$ cat src/rtl/f1_light_sequencer.sv
// f1_light_sequencer
// Ten-light start sequencer: lights come on one per STEP_TICKS ticks, all ten
// are held for a pseudo-random number of ticks, then they go out and "go"
// pulses for one cycle. All outputs come from registers.
module f1_light_sequencer #(
    parameter int CNT_BITS   = 14,
    parameter int STEP_TICKS = 500
) (
    input  logic                clk,
    input  logic                rst,
    input  logic                tick,
    input  logic                start,
    input  logic                abort,
    input  logic [CNT_BITS-1:0] rand_delay,
    output logic [9:0]          ledr,
    output logic                busy,
    output logic                go
);

    typedef enum logic [1:0] {
        IDLE   = 2'd0,
        LIGHTS = 2'd1,
        HOLD   = 2'd2
    } state_t;

    localparam logic [CNT_BITS-1:0] STEP_LAST = CNT_BITS'(STEP_TICKS - 1);
    localparam logic [CNT_BITS-1:0] ONE       = CNT_BITS'(1);

    state_t              state, state_n;
    logic [CNT_BITS-1:0] count, count_n;
    logic [CNT_BITS-1:0] hold, hold_n;
    logic [9:0]          ledr_n;
    logic                go_n;

    // State and datapath registers; reset clears everything immediately.
    always_ff @(posedge clk or posedge rst) begin
        if (rst) begin
            state <= IDLE;
            count <= '0;
            hold  <= '0;
            ledr  <= '0;
            go    <= 1'b0;
        end else begin
            state <= state_n;
            count <= count_n;
            hold  <= hold_n;
            ledr  <= ledr_n;
            go    <= go_n;
        end
    end

    // Next-state logic: abort outranks the per-state sequencing.
    always_comb begin
        state_n = state;
        count_n = count;
        hold_n  = hold;
        ledr_n  = ledr;
        go_n    = 1'b0;

        if (abort && (state != IDLE)) begin
            state_n = IDLE;
            ledr_n  = '0;
            count_n = '0;
        end else begin
            case (state)
                IDLE: begin
                    if (start) begin
                        state_n = LIGHTS;
                        ledr_n  = 10'b00_0000_0001;
                        count_n = '0;
                    end
                end
                LIGHTS: begin
                    if (tick) begin
                        if (count == STEP_LAST) begin
                            count_n = '0;
                            ledr_n  = {ledr[8:0], 1'b1};
                            // The edge that lights the tenth light also captures the hold time.
                            if (ledr[8]) begin
                                state_n = HOLD;
                                hold_n  = (rand_delay == '0) ? ONE : rand_delay;
                            end
                        end else begin
                            count_n = count + ONE;
                        end
                    end
                end
                HOLD: begin
                    if (tick) begin
                        if (count == (hold - ONE)) begin
                            ledr_n  = '0;
                            go_n    = 1'b1;
                            count_n = '0;
                            state_n = IDLE;
                        end else begin
                            count_n = count + ONE;
                        end
                    end
                end
                default: begin
                    state_n = IDLE;
                end
            endcase
        end
    end

    // Busy is decoded from the state register only.
    always_comb begin
        busy = (state != IDLE);
    end

endmodule

$ cat config.mk
export PLATFORM = sky130hd
export DESIGN_NAME = f1_light_sequencer
export DESIGN_NICKNAME = d
export VERILOG_FILES = /design/src/rtl/f1_light_sequencer.sv
export SDC_FILE = /design/constraint.sdc
export NUM_CORES = 1
export LEC_CHECK = 0
export CORE_UTILIZATION = 60
export CTS_CLUSTER_DIAMETER = 150
export DETAILED_ROUTE_END_ITERATION = 7
export PLACE_DENSITY = 0.85
export SLEW_MARGIN = 25
export SYNTH_ARGS = -nofsm -noshare
export SYNTH_HDL_FRONTEND = slang
export SYNTH_SLANG_ARGS = --single-unit
$ cat constraint.sdc
create_clock -name clk -period 5.25 [get_ports clk]
set_input_delay 1.05 -clock clk [delete_from_list [all_inputs] [get_ports clk]]
set_output_delay 1.05 -clock clk [all_outputs]
set_load 0.1 [all_outputs]
Word level (Yosys, flattened, before mapping)
Cells that the tools add are included.
{ "classes": {"bitwise_logic": 1, "eq_ne": 10, "reduce_logical": 9, "n_mux": 27, "addsub": 2} }
{ "op_table": {"columns": ["op", "n"], "rows": [
  ["two-way mux 14 bit", 7],
  ["two-way mux 10 bit", 6],
  ["case mux 14 bit (3 select lines)", 1],
  ["case mux 10 bit (3 select lines)", 1],
  ["!= test 3 bit (second input constant)", 6],
  ["adder 14 x 1 -> 14 bit (second input constant)", 1],
  ["equality test 14 bit", 1],
  ["equality test 14 x 9 -> 1 bit (second input constant)", 1],
  ["logical NOT 14 bit", 1],
  ["two-way mux 2 bit", 7],
  ["subtractor 14 x 1 -> 14 bit (second input constant)", 1],
  ["AND reduction 6 bit", 2],
  ["case mux 2 bit (3 select lines)", 1],
  ["AND reduction 5 bit", 1],
  ["two-way mux 1 bit", 4],
  ["AND reduction 4 bit", 1],
  ["nonzero test 4 bit", 1],
  ["equality test 2 x 1 -> 1 bit (second input constant)", 1],
  ["equality test 2 bit (second input constant)", 1],
  ["logical NOT 2 bit", 1],
  ["nonzero test 2 bit", 1],
  ["logical AND 1 bit", 1],
  ["inverter 1 bit", 1]
]} }
{ "totals": {"output_inout_bits": 12, "elab_cells": 54, "input_bits": 19, "regBits": 41} }

Depth between registers and ports, before layout
Gate-level depths: netlist of the first run.
{ "logic_depth": {"word_depth": 6, "depth_mapped": 11, "mapped_depth_nobuf": 9} }

Least setup slack after synthesis of the first run
Ideal clock, no wire load.
{ "synth_path": {"kind": "register to register", "start": "reg state[0]", "end": "reg count[10]", "n_path_buf": 2, "synth_period_minus_slack_ns": 2.728, "setup_ns": 0.138, "arrival_ns": 2.590, "required_time_ns": 5.112, "path_slack_ns": 2.522, "stages_incl_launch_ff": 12, "path_cell_list": "dfrtp_1 -> inv_1 -> ha_1 -> inv_1 -> nand2_1 -> and2_1 -> and2_1 -> buf_1 -> o21a_1 -> clkbuf_1 -> o21ai_2 -> o211ai_1"} }
{ "synth_between": {"elab_chain_cells": 4, "word_cells_on_any_way": 12, "classes_between": "eq/ne (5); mux (2); reduce/logical (5)"} }
{ "synth_lines": {"columns": ["element", "line_no", "text"], "rows": [
  ["from (decl)", "29", "state_t state, state_n;"],
  ["from (signal assigned)", "44", "state <= state_n;"],
  ["nonzero test 2 bit *", null, null],
  ["via busy", "16", "output logic busy,"],
  ["logical AND 1 bit *", "60", "if (abort && (state != IDLE)) begin"],
  ["!= test 3 bit (no line) or nonzero test 4 bit (tied branches)", null, null],
  ["AND reduction 4 bit (no line)", null, null],
  ["to (signal assigned)", "45", "count <= count_n;"],
  ["to (decl)", "30", "logic [CNT_BITS-1:0] count, count_n;"]
]} }
The timed path passes the listed nets; every way through them passes the cells marked *.
A chain may end at the register's enable or synchronous reset.

Worst setup path after layout of the first run
{ "layout_path": {"start": "reg hold[0]", "end": "reg ledr[8]"} }
{ "layout_between": {"elab_chain_cells": 4} }
{ "layout_lines": {"columns": ["element", "line_no", "text"], "rows": [
  ["from (decl)", "31", "logic [CNT_BITS-1:0] hold, hold_n;"],
  ["from (signal assigned)", "46", "hold <= hold_n;"],
  ["subtractor 14 x 1 -> 14 bit", "90", "if (count == (hold - ONE)) begin"],
  ["equality test 14 bit", "90", null],
  ["!= test 3 bit (no line)", null, null],
  ["AND reduction 6 bit (no line)", null, null],
  ["to (signal assigned)", "47", "ledr <= ledr_n;"],
  ["to (decl)", "15", "output logic [9:0] ledr,"]
]} }
Every way passes these cells.

==> flow_metrics.env, run 1 <==
export IMPL_whs_endpoint="ledr[9]"
export IMPL_max_slew_margin=0.325
export IMPL_synth_seq_area_share=0.388
export IMPL_grt_setup_unrepaired="no"
export IMPL_clock_latency_ns=0.30
export IMPL_drt_pass1_iter_count=4
export IMPL_wire_per_inst_um=15.8
export IMPL_synthToLayoutAreaGrowth_pct=14.3
export IMPL_synth_edf_count=0
export IMPL_fin_worst_skew_ns=0.00994
export IMPL_routed_wl_um=5610
export IMPL_rr_endpoint="ledr[8]"
export IMPL_required_ns=5.47
export IMPL_min_path_cells=2
export IMPL_cts_root_buffer="clkbuf_8"
export IMPL_syn_num_nets=309
export IMPL_status="finished clean"
export IMPL_clock_sinks=41
export IMPL_drc=0
export IMPL_synth_warnings=0
export IMPL_grtUsageTotal=0.266
export IMPL_gp_congestion=0.844
export IMPL_ys_types=54
export IMPL_diodes=0
export IMPL_finalSetupTns_ns=0
export IMPL_min_delay_start="ledr[9]"
export IMPL_yosysTopAreaCellShare=0.388
export IMPL_n_fill_cell=301
export IMPL_max_cap_viol_count=0
export IMPL_io_buffers=30
export IMPL_path_clk_slew_ns=0.08
export IMPL_total_power_mw=1.06
export IMPL_arrival_ns=3.98
export IMPL_peakVddDrop_mv=0.386
export IMPL_avgSynthCellArea_um2=9.28
export IMPL_first_global_vias=1975
export IMPL_synth_seq_cells=41
export IMPL_slew_violations=0
export IMPL_cts_setup_buffers=0
export IMPL_vias_per_cell=6.06
export IMPL_vias=2150
export IMPL_worstSetupPathType="register to register"
export IMPL_die_w_um=68.4
export IMPL_antenna_found_initial=0
export IMPL_synth_top_flop_cell="dfrtp_1"
export IMPL_worstSetupEndpointType="register"
export IMPL_finalSetupViolations=0
export IMPL_ios=31
export IMPL_max_slew_worst_pin_slew_ns=1.01
export IMPL_synthArstFlopShare=1.00
export IMPL_period_share=0.717
export IMPL_rr_worst_depth=9
export IMPL_fmaxAchievable_mhz=265
export IMPL_start_util=0.643
export IMPL_synth_area_leaders="dfrtp_1, nand2_1, mux2_2"
export IMPL_hold_path_class="register to register"
export IMPL_drtIter0Drc=113
export IMPL_antenna_left=0
export IMPL_ctsHoldBuffers=0
export IMPL_final_nets=328
export IMPL_coreArea_um2=4120
export IMPL_numCtsBuffers=5
export IMPL_rows=23
export IMPL_syn_inst=285
export IMPL_dieHeight_um=68.4
export IMPL_cts_repair_resized=0
export IMPL_syn_cell_area_um2=2650
export IMPL_drive_gt1_frac=0.118
export IMPL_grt_pass1_wl_um=9000
export IMPL_hold_viol=0
export IMPL_startpoint_type="register"
export IMPL_period_needed_ns=3.77
export IMPL_power_density_nw_per_um2=352
export IMPL_leakagePower_nw=1.27
export IMPL_path_max_fanout=16
export IMPL_grt_max_degree=42
export IMPL_design_die_area_um2=4680
export IMPL_synth_top_cell_by_area="dfrtp_1"
export IMPL_htree_levels=2
export IMPL_rr_startpoint="hold[0]"
export IMPL_cts_tree="yes"
export IMPL_overflow=0
export IMPL_clockBufferDepth=2
export IMPL_place_hpwl_um=3960
export IMPL_r2r_slack_ns=1.48
stage by stage:
step,worst slack [ns],std cells,hold slack (ns),cell area [µm²],util
floorplan,2.52,285,0.501,2650,-
global placement,1.67,347,0.513,2940,0.714
detailed placement,1.57,347,0.515,2940,0.715
CTS,1.52,355,0.536,3020,0.735
global route,1.27,355,0.551,3020,0.735
finish,1.48,355,0.538,3020,0.735
synth_stat cells (all sizes together) (4+ instances only):
library cell and count:
or3 5, nand2b 4, mux2i 13, nand2 40
dfrtp 41, xnor2 7, nor2b 4, or2 4
inv 19, nand3 8, mux2 12, o21ai 11
a211oi 4, nor3 6, ha 5, clkbuf 16
o211ai 11, nor4 9, o2111ai 5, buf 4
xor2 9, and2 5, nor2 7
worst max-delay path: stages (launching register included):
cell,delay (ns)
dfrtp_1,0.41
inv_1,0.08
ha_1,0.23
nor2b_1,0.36
nand2_2,0.09
or3_1,0.37
a2111oi_2,0.40
o2111ai_2,0.46
a211oi_2,0.99
mux2i_1,0.28
cells in the final DEF (no fill, tap or decap), types with 9 or more instances in the layout:
master           count
clkdlybuf4s50_1     30
o21ai_0             10
mux2i_1             13
o211ai_1            11
dfrtp_1             41
xor2_1               9
mux2_2              12
nand2_1             39
inv_1               19
power breakdown:
group	switching [mW]	total [mW]	internal (mW)
registers	0.0196	0.360	0.340
logic	0.357	0.504	0.147
clock network	0.108	0.200	0.0921
cell families after synthesis:
group | share of synthesized area
simple gates | 0.218
compound gates | 0.157
flops | 0.388
buf+inv | 0.0610
mux | 0.100
xor+xnor | 0.0530
fa+ha+maj | 0.0237
registers in the layout (all words and copies together) (netlist names):
name / cells
count: 14
hold: 14
ledr: 10
state: 2
go: 1
metal layers:
| metal | GRT usage | wire (µm) | vias up |
|---|---|---|---|
| met5 | 0 | 0 | - |
| met3 | 0.0750 | 256 | 14 |
| li1 | - | - | 1061 |
| met2 | 0.419 | 2590 | 60 |
| met1 | 0.332 | 2650 | 1015 |
| met4 | 0.128 | 110 | 0 |
final cells by class:
type                            count  area (µm²)  share of cell area
Tap cell                           50        62.6              0.0207
Timing Repair Buffer               32         315               0.104
Inverter                           19        71.3              0.0236
Clock inverter                      2        10.0             0.00331
Sequential cell                    41        1030               0.339
Clock buffer                        6        72.6              0.0240
Multi-Input combinational cell    205        1470               0.485
worst max-delay path by stage:
stage	to	slack, ns	from	cells past startpoint
5_1_grt	ledr[3]	1.27	hold[0]	9
2_1_floorplan	count[10]	2.52	state[0]	11
3_5_place_dp	ledr[6]	1.57	hold[0]	9
4_1_cts	ledr[6]	1.52	hold[0]	9
3_3_place_gp	ledr[0]	1.67	hold[0]	9
6_report	ledr[8]	1.48	hold[0]	9
Note: power is estimated with default switching activity, not from simulation.
==> run 2, diff against run 1 <==
--- a/config.mk
+++ b/config.mk
@@ -5,10 +5,10 @@
 export SDC_FILE = /design/constraint.sdc
 export NUM_CORES = 1
 export LEC_CHECK = 0
-export CORE_UTILIZATION = 60
+export CORE_UTILIZATION = 51
 export CTS_CLUSTER_DIAMETER = 150
 export DETAILED_ROUTE_END_ITERATION = 7
-export PLACE_DENSITY = 0.85
+export PLACE_DENSITY = 0.77
 export SLEW_MARGIN = 25
 export SYNTH_ARGS = -nofsm -noshare
 export SYNTH_HDL_FRONTEND = slang
==> constraint.sdc (replaced) <==
create_clock -name clk -period 3.44 [get_ports clk]
set_input_delay 0.688 -clock clk [delete_from_list [all_inputs] [get_ports clk]]
set_output_delay 0.688 -clock clk [all_outputs]
set_load 0.1 [all_outputs]
==> run 2 against run 1 <==
Net effect: register-to-register slack lost 1.2 ns; worst setup slack lost 1.2 ns; critical path depth grew 1; via count grew 2.7%; worst hold slack lost 0.028 ns.
==> flow_metrics.env, run 2 (synthesis gave the netlist of run 1 again) <==
export IMPL_final_cell_mix="dfrtp_1, nand2_1, clkdlybuf4s50_1, inv_1, mux2i_1"
export IMPL_drtIter0Drc=171
export IMPL_gp_congestion=0.867
export IMPL_cts_repair_resized=0
export IMPL_cpPeakStageDelay_ns=0.51
export IMPL_numCtsBuffers=5
export IMPL_path_cells="inv_1, ha_1, nor2b_1, nand2_2, or3_1, a2111oi_2, o2111ai_4, buf_4, o211a_1, a221o_1"
export IMPL_grtUsageTotal=0.228
export IMPL_max_cap_viol_count=0
export IMPL_cts_setup_buffers=0
export IMPL_overflow=0
export IMPL_routed_wl_um=5760
export IMPL_io_buffers=30
export IMPL_ios=31
export IMPL_die_w_um=74.0
export IMPL_path_max_fanout=9
export IMPL_diodes=0
export IMPL_path_clk_slew_ns=0.08
export IMPL_grt_setup_unrepaired="no"
export IMPL_post_place_ws_ns=0.170
export IMPL_wire_per_inst_um=15.3
export IMPL_ctsHoldBuffers=0
export IMPL_leakagePower_nw=1.31
export IMPL_slew_violations=0
export IMPL_cts_tree="yes"
export IMPL_start_util=0.546
export IMPL_fin_worst_skew_ns=0.00699
export IMPL_synthToLayoutAreaGrowth_pct=17.7
export IMPL_path_buf_inv=2
export IMPL_status="finished clean"
export IMPL_dieHeight_um=74.0
export IMPL_largestRegisters="count: 14 flops, hold: 14 flops, ledr: 10 flops"
export IMPL_grt_max_degree=42
export IMPL_period_share=0.916
export IMPL_grt_pass1_wl_um=9570
export IMPL_finalSetupViolations=0
export IMPL_hold_path_class="register to register"
export IMPL_fmaxAchievable_mhz=317
export IMPL_fin_area_um2=3110
export IMPL_wl_met2_um=2760
export IMPL_antenna_left=0
export IMPL_clockBufferDepth=2
export IMPL_clock_latency_ns=0.29
export IMPL_coreArea_um2=4850
export IMPL_drc=0
export IMPL_period_needed_ns=3.15
export IMPL_final_common_cell="dfrtp_1"
export IMPL_required_ns=3.62
export IMPL_final_nets=333
export IMPL_drive_gt1_frac=0.136
export IMPL_fin_ws_ns=0.289
export IMPL_final_cell_count_no_fill=376
export IMPL_startpoint_type="register"
export IMPL_design_die_area_um2=5480
export IMPL_worstSetupPathType="register to register"
export IMPL_vias_per_cell=5.87
export IMPL_power_density_nw_per_um2=556
export IMPL_cts_root_buffer="clkbuf_8"
export IMPL_clock_sinks=41
export IMPL_antenna_found_initial=0
export IMPL_drt_pass1_iter_count=4
export IMPL_finalSetupTns_ns=0
export IMPL_max_slew_margin=0.352
export IMPL_vias=2208
export IMPL_place_hpwl_um=4170
export IMPL_arrival_ns=3.33
export IMPL_cp_slowest_cell="a2111oi_2"
export IMPL_wl_met1_um=2690
export IMPL_htree_levels=2
export IMPL_dr_max_layer_used="met4"
export IMPL_total_power_mw=1.73
export IMPL_wl_met3_um=263
export IMPL_worstSetupEndpointType="register"
export IMPL_rows=25
export IMPL_dp_cells=369
export IMPL_first_global_vias=2021
export IMPL_peakVddDrop_mv=0.395
export IMPL_r2r_slack_ns=0.29
export IMPL_placed_area_um2=2990
export IMPL_hold_viol=0
export IMPL_critical_path_top_delay_family="compound AO/OA/AOI/OAI gates"
export IMPL_max_slew_worst_pin_slew_ns=0.969
run 2: cell count changes in the layout (fill, tap and decap cells not counted), sizes merged:
cell	before	now
clkbuf	6	5
clkdlybuf4s50	30	28
clkinv	2	1
bufinv	0	1
buf	2	9
run 2: through the flow:
stage	hold slack [ns]	utilization
final	0.510	0.642
after global routing	0.539	0.642
after CTS	0.514	0.638
after detailed placement	0.502	0.617
after global placement	0.502	0.617
after floorplan	0.501	-
run 2: final cells by class:
| cell class | instances | area, µm² |
|---|---|---|
| Clock buffer | 5 | 68.8 |
| Sequential cell | 41 | 1030 |
| Clock inverter | 2 | 35.0 |
| Tap cell | 67 | 83.8 |
| Multi-Input combinational cell | 205 | 1480 |
| Fill cell | 387 | 1730 |
| Inverter | 19 | 71.3 |
| Timing Repair Buffer | 37 | 348 |
run 2: metal layers:
layer	GRT usage	vias to the layer above
met5	0	-
met4	0.0577	0
met3	0.0407	6
met2	0.365	64
met1	0.323	1066
li1	-	1072
run 2: worst paths after layout:
check | start | end | cells after the start
hold / removal | ledr[9] | ledr[9] | 2
setup reg to reg | hold[0] | count[2] | 10
min in group asynchronous | rst | hold[4] | 3
max in group asynchronous | rst | ledr[4] | 3
hold reg to reg | ledr[9] | ledr[9] | 2
setup / recovery | hold[0] | count[2] | 10
run 2: power by group:
| part | internal, mW | total, mW | switching, mW |
|---|---|---|---|
| clock | 0.211 | 0.378 | 0.167 |
| sequential | 0.519 | 0.549 | 0.0304 |
| combinational | 0.240 | 0.806 | 0.566 |
| total | 0.970 | 1.73 | 0.763 |
run 2: tightest hold or removal path: cells and delay by family, from the launching register on:
kind / cells / cell delay, ns
buffers and inverters: 1 / 0.05
DFF: 1 / 0.38
AOI/OAI and AO/OA: 1 / 0.05
==> run 3, diff against run 2 <==
--- a/config.mk
+++ b/config.mk
@@ -5,10 +5,11 @@
 export SDC_FILE = /design/constraint.sdc
 export NUM_CORES = 1
 export LEC_CHECK = 0
+export ABC_AREA = 0
 export CORE_UTILIZATION = 51
 export CTS_CLUSTER_DIAMETER = 150
 export DETAILED_ROUTE_END_ITERATION = 7
-export PLACE_DENSITY = 0.77
+export PLACE_DENSITY = 0.79
 export SLEW_MARGIN = 25
 export SYNTH_ARGS = -nofsm -noshare
 export SYNTH_HDL_FRONTEND = slang
==> run 3 against run 2 <==
Net effect: power decreased by 3.5%; via count decreased by 1.6%; maximum frequency increased by 3.3%; critical path depth unchanged; register-to-register slack improved by 0.10 ns; worst hold slack improved by 0.017 ns; worst setup slack improved by 0.10 ns; non-clock buffer count unchanged; cell area decreased by 1.0%; largest cell class unchanged; largest power group unchanged.
==> flow_metrics.env, run 3 (synthesis gave the netlist of run 1 again) <==
export IMPL_antenna_found_initial=0
export IMPL_cts_root_buffer="clkbuf_8"
export IMPL_fin_ws_ns=0.389
export IMPL_antenna_left=0
export IMPL_period_needed_ns=3.05
export IMPL_total_power_mw=1.67
export IMPL_hold_viol=0
export IMPL_clock_sinks=41
export IMPL_n_fill_cell=392
export IMPL_clockBufferDepth=2
export IMPL_ios=31
export IMPL_cts_tree="yes"
export IMPL_leakagePower_nw=1.30
export IMPL_die_w_um=74.0
export IMPL_worstSetupEndpointType="register"
export IMPL_gp_congestion=0.836
export IMPL_fin_worst_skew_ns=0.00486
export IMPL_place_hpwl_um=4050
export IMPL_power_density_nw_per_um2=543
export IMPL_start_util=0.546
export IMPL_routed_wl_um=5620
export IMPL_status="finished clean"
export IMPL_dieHeight_um=74.0
export IMPL_post_place_ws_ns=0.346
export IMPL_grt_setup_unrepaired="no"
export IMPL_arrival_ns=3.22
export IMPL_dp_cells=369
export IMPL_synthToLayoutAreaGrowth_pct=16.5
export IMPL_design_die_area_um2=5480
export IMPL_finalSetupViolations=0
export IMPL_startpoint_type="register"
export IMPL_final_cell_count_no_fill=377
export IMPL_ctsHoldBuffers=0
export IMPL_finalSetupTns_ns=0
export IMPL_max_slew_margin=0.352
export IMPL_clock_latency_ns=0.30
export IMPL_grt_max_degree=42
export IMPL_hold_path_class="register to register"
export IMPL_drtIter0Drc=207
export IMPL_drive_gt1_frac=0.139
export IMPL_slew_violations=0
export IMPL_htree_levels=2
export IMPL_cts_repair_resized=0
export IMPL_rows=25
export IMPL_first_global_vias=1958
export IMPL_numCtsBuffers=5
export IMPL_path_max_fanout=13
export IMPL_required_ns=3.61
export IMPL_max_cap_viol_count=0
export IMPL_vias=2172
export IMPL_drc=0
export IMPL_grtUsageTotal=0.231
export IMPL_coreArea_um2=4850
export IMPL_final_nets=333
export IMPL_worstSetupPathType="register to register"
export IMPL_max_slew_worst_pin_slew_ns=0.969
export IMPL_grt_pass1_wl_um=9500
export IMPL_overflow=0
export IMPL_diodes=0
export IMPL_cts_setup_buffers=0
export IMPL_largestRegisters="count: 14 flops, hold: 14 flops, ledr: 10 flops"
export IMPL_path_clk_slew_ns=0.08
export IMPL_placed_area_um2=2990
export IMPL_io_buffers=30
export IMPL_period_share=0.887
export IMPL_peakVddDrop_mv=0.449
export IMPL_wire_per_inst_um=14.9
export IMPL_fin_area_um2=3080
export IMPL_final_cell_mix="dfrtp_1, nand2_1, clkdlybuf4s50_1, inv_1, mux2i_1"
export IMPL_drt_pass1_iter_count=4
export IMPL_fmaxAchievable_mhz=328
export IMPL_vias_per_cell=5.76
export IMPL_final_common_cell="dfrtp_1"
run 3: worst max-delay path: stages (launching register included):
cell       delay (ns)
dfrtp_1          0.41
inv_1            0.08
ha_1             0.22
nor2b_1          0.31
nand2_2          0.09
or3_1            0.37
a2111oi_2        0.40
o2111ai_2        0.24
buf_4            0.25
o21ai_2          0.39
o211ai_1         0.17
run 3: path summary, 6_finish.rpt:
check                        start   endpoint  slack, ns  depth (start not counted)
max reg2reg                hold[0]   count[5]       0.39                         10
max                        hold[0]   count[5]       0.39                         10
min                        ledr[9]    ledr[9]       0.53                          2
min reg2reg                ledr[9]    ledr[9]       0.53                          2
max in group asynchronous      rst  count[13]       2.29                          3
min in group asynchronous      rst    hold[3]       0.80                          3
run 3: through the flow:
stage / hold WS, ns / util
final: 0.527 / 0.636
after global routing: 0.542 / 0.636
after CTS: 0.532 / 0.636
after detailed placement: 0.511 / 0.617
after global placement: 0.511 / 0.617
after floorplan: 0.501 / -
run 3: layout make-up:
class / count / area [µm²] / area share
repair buffers: 37 / 348 / 0.113
flip-flops and latches: 41 / 1030 / 0.333
multi-input cells: 205 / 1460 / 0.475
clock buffers: 5 / 68.8 / 0.0223
well taps: 67 / 83.8 / 0.0272
clock inverters: 3 / 21.3 / 0.00690
inverters: 19 / 71.3 / 0.0231
run 3: layer usage:
metal  track usage  vias up  wire [µm]
li1              -     1072          -
met1         0.326     1045       2660
met2         0.356       46       2640
met3        0.0407        9        229
met4        0.0897        0         93
met5             0        -          0
run 3: where the power goes:
| part | internal, mW | switching, mW |
|---|---|---|
| Clock | 0.144 | 0.179 |
| Sequential | 0.519 | 0.0317 |
| Combinational | 0.237 | 0.562 |
==> edit: new RTL, settings of run 1 <==
Encoding of `state_t`: now one-hot (3 bits for 3 states).
--- a/src/rtl/f1_light_sequencer.sv
+++ b/src/rtl/f1_light_sequencer.sv
@@ -19,6 +19,6 @@
 
-    typedef enum logic [1:0] {
-        IDLE   = 2'd0,
-        LIGHTS = 2'd1,
-        HOLD   = 2'd2
+    typedef enum logic [2:0] {
+        IDLE   = 3'b001,
+        LIGHTS = 3'b010,
+        HOLD   = 3'b100
     } state_t;
Formal check against the unedited RTL: same outputs for any inputs over 10 cycles, from zero or initial values and one cycle with rst high; not proved beyond that.
==> edit against run 1 <==
Count of clock-buffer cells in the layout shrank 1; routed wire length shrank 8.3%; synthesized cell count decreased by 11%; sequential cell count is 1 higher; combinational power decreased by 50%; area after synthesis decreased by 9.1%; power is 14% lower; core utilization grew 3.0 points; cell area shrank 5.3%; setup slack improved by 0.34 ns; critical path type is now reg2out; largest power group is now sequential cells.
==> edit: results (changes against run 1) <==
[finish]
fin_cells = 331  ; was 355
layout.nets = 303  ; was 328
fillCellCount = 267  ; was 301
finish.utilization_pct = 76.5  ; was 73.5%
drive_above_1_share_pct = 11.0  ; was 11.8%

[grt]
groute.layer.met1.usage_pct = 37.3  ; was 33.2%
use_met2_pct = 42.5  ; was 41.9%
grt_max_degree = 43  ; was 42
grt_use_total_pct = 26.6  ; about the same
grtUsageMet3_pct = 4.51  ; was 7.50%

[setup_path]
r2r-end = ledr[9]$_DFFE_PP0P_  ; was ledr[8]$_DFFE_PP0P_
cp_top_family = buffers and inverters  ; was compound AO/OA/AOI/OAI gates
rr_worst_depth = 10  ; was 9
cp-startpoint = state[0]$_DFFE_PP1P_  ; was hold[0]$_DFFE_PP0P_
cp_max_fo = 7  ; was 16
arrival_ns = 2.38  ; was 3.98 ns
cpMaxStageDelayCell = clkdlybuf4s50_1  ; was a211oi_2
endpoint = busy  ; was ledr[8]$_DFFE_PP0P_
r2r_slack_ns = 2.11  ; was 1.48 ns

[placement]
placed_cells = 323  ; was 347
post-dp-hpwl_um = 3610  ; was 3960 um
place_congestion = 0.899  ; was 0.844
dpl_cell_area_mm2 = 0.00273  ; was 0.00294 mm^2
dp_slack_ns = 1.90  ; was 1.57 ns

[synthesis]
synth_area_leaders = dfrtp_1 43%, xor2_1 6.2%, mux2_2 5.6%  ; was dfrtp_1 39%, nand2_1 5.5%, mux2_2 5.1%
synthXorXnorAreaFrac_pct = 10.9  ; was 5.30%
synthTopCellsByCount = 41 x dfrtp_1, 25 x nor2_1, 17 x inv_1, 17 x xor2_1, 15 x nand2_1  ; was 41 x dfrtp_1, 39 x nand2_1, 19 x inv_1
synth_mux_area_share_pct = 5.62  ; was 10.0%
syn_inst = 255  ; was 285
synth_compound_area_share_pct = 12.2  ; was 15.7%
synth_fa_ha_area_share_pct = 1.04  ; was 2.37%
synth_cell_type_count = 51  ; was 54
syn_nets = 276  ; was 309

[sta]
slew_headroom_pct = 35.0  ; was 32.5%
holdWs_ns = 0.509  ; was 0.538 ns
clock_skew_ns = 0.00275  ; was 0.00994 ns

[route]
drt_wl_total_um = 5140  ; was 5610 um
wl_met2_um = 2560  ; was 2590 um
highest_layer = met4  ; unchanged
routed-wl-met3_um = 162  ; was 256 um
drtIter0Drc = 115  ; was 113
wl_met1_um = 2370  ; was 2650 um
vias_per_cell = 5.89  ; was 6.06

[power]
ir_drop_v = 0.000443  ; was 0.000386 V
p_leak_nw = 1.27  ; about the same

[cts]
worstSkewPairLatency_ns = 0.28  ; was 0.30 ns
cts_made_buffers = 5  ; unchanged

[run_status]
status = completed  ; unchanged

[hold_path]
hold_start = ledr[6]$_DFFE_PP0P_  ; was ledr[9]$_DFFE_PP0P_
whs_endpoint = ledr[7]$_DFFE_PP0P_  ; was ledr[9]$_DFFE_PP0P_

==> edit: changes by cell type in the layout (fill, tap and decap cells not counted), moves of 6 or more <==
cell | run 1 | this run
xnor2_1 | 7 | 13
xor2_1 | 9 | 17
o211ai_1 | 11 | 1
nor2_1 | 6 | 25
nand2_1 | 39 | 15
o21ai_1 | 0 | 7
mux2i_1 | 13 | 0
==> edit: cells by family after synthesis <==
logic type               after synthesis
AND/OR/NAND/NOR                       97
flip-flops                            42
buffers and inverters                 29
adder cells (fa/ha/maj)                2
XOR/XNOR                              30
multiplexers                          12
AO/OA/AOI/OAI                         43
==> edit: cell type report <==
type	count	area share [%]
Inverter	17	2.23
Clock inverter	3	2.40
Tap cell	48	2.10
Sequential cell	42	36.7
Clock buffer	5	2.40
Multi-Input combinational cell	184	43.1
Timing Repair Buffer	32	11.0
==> edit: power breakdown <==
part / internal (mW) / leakage, nW / switching (mW)
Sequential: 0.343 / 0.575 / 0.0219
Combinational: 0.0767 / 0.623 / 0.176
Clock: 0.190 / 0.0683 / 0.108
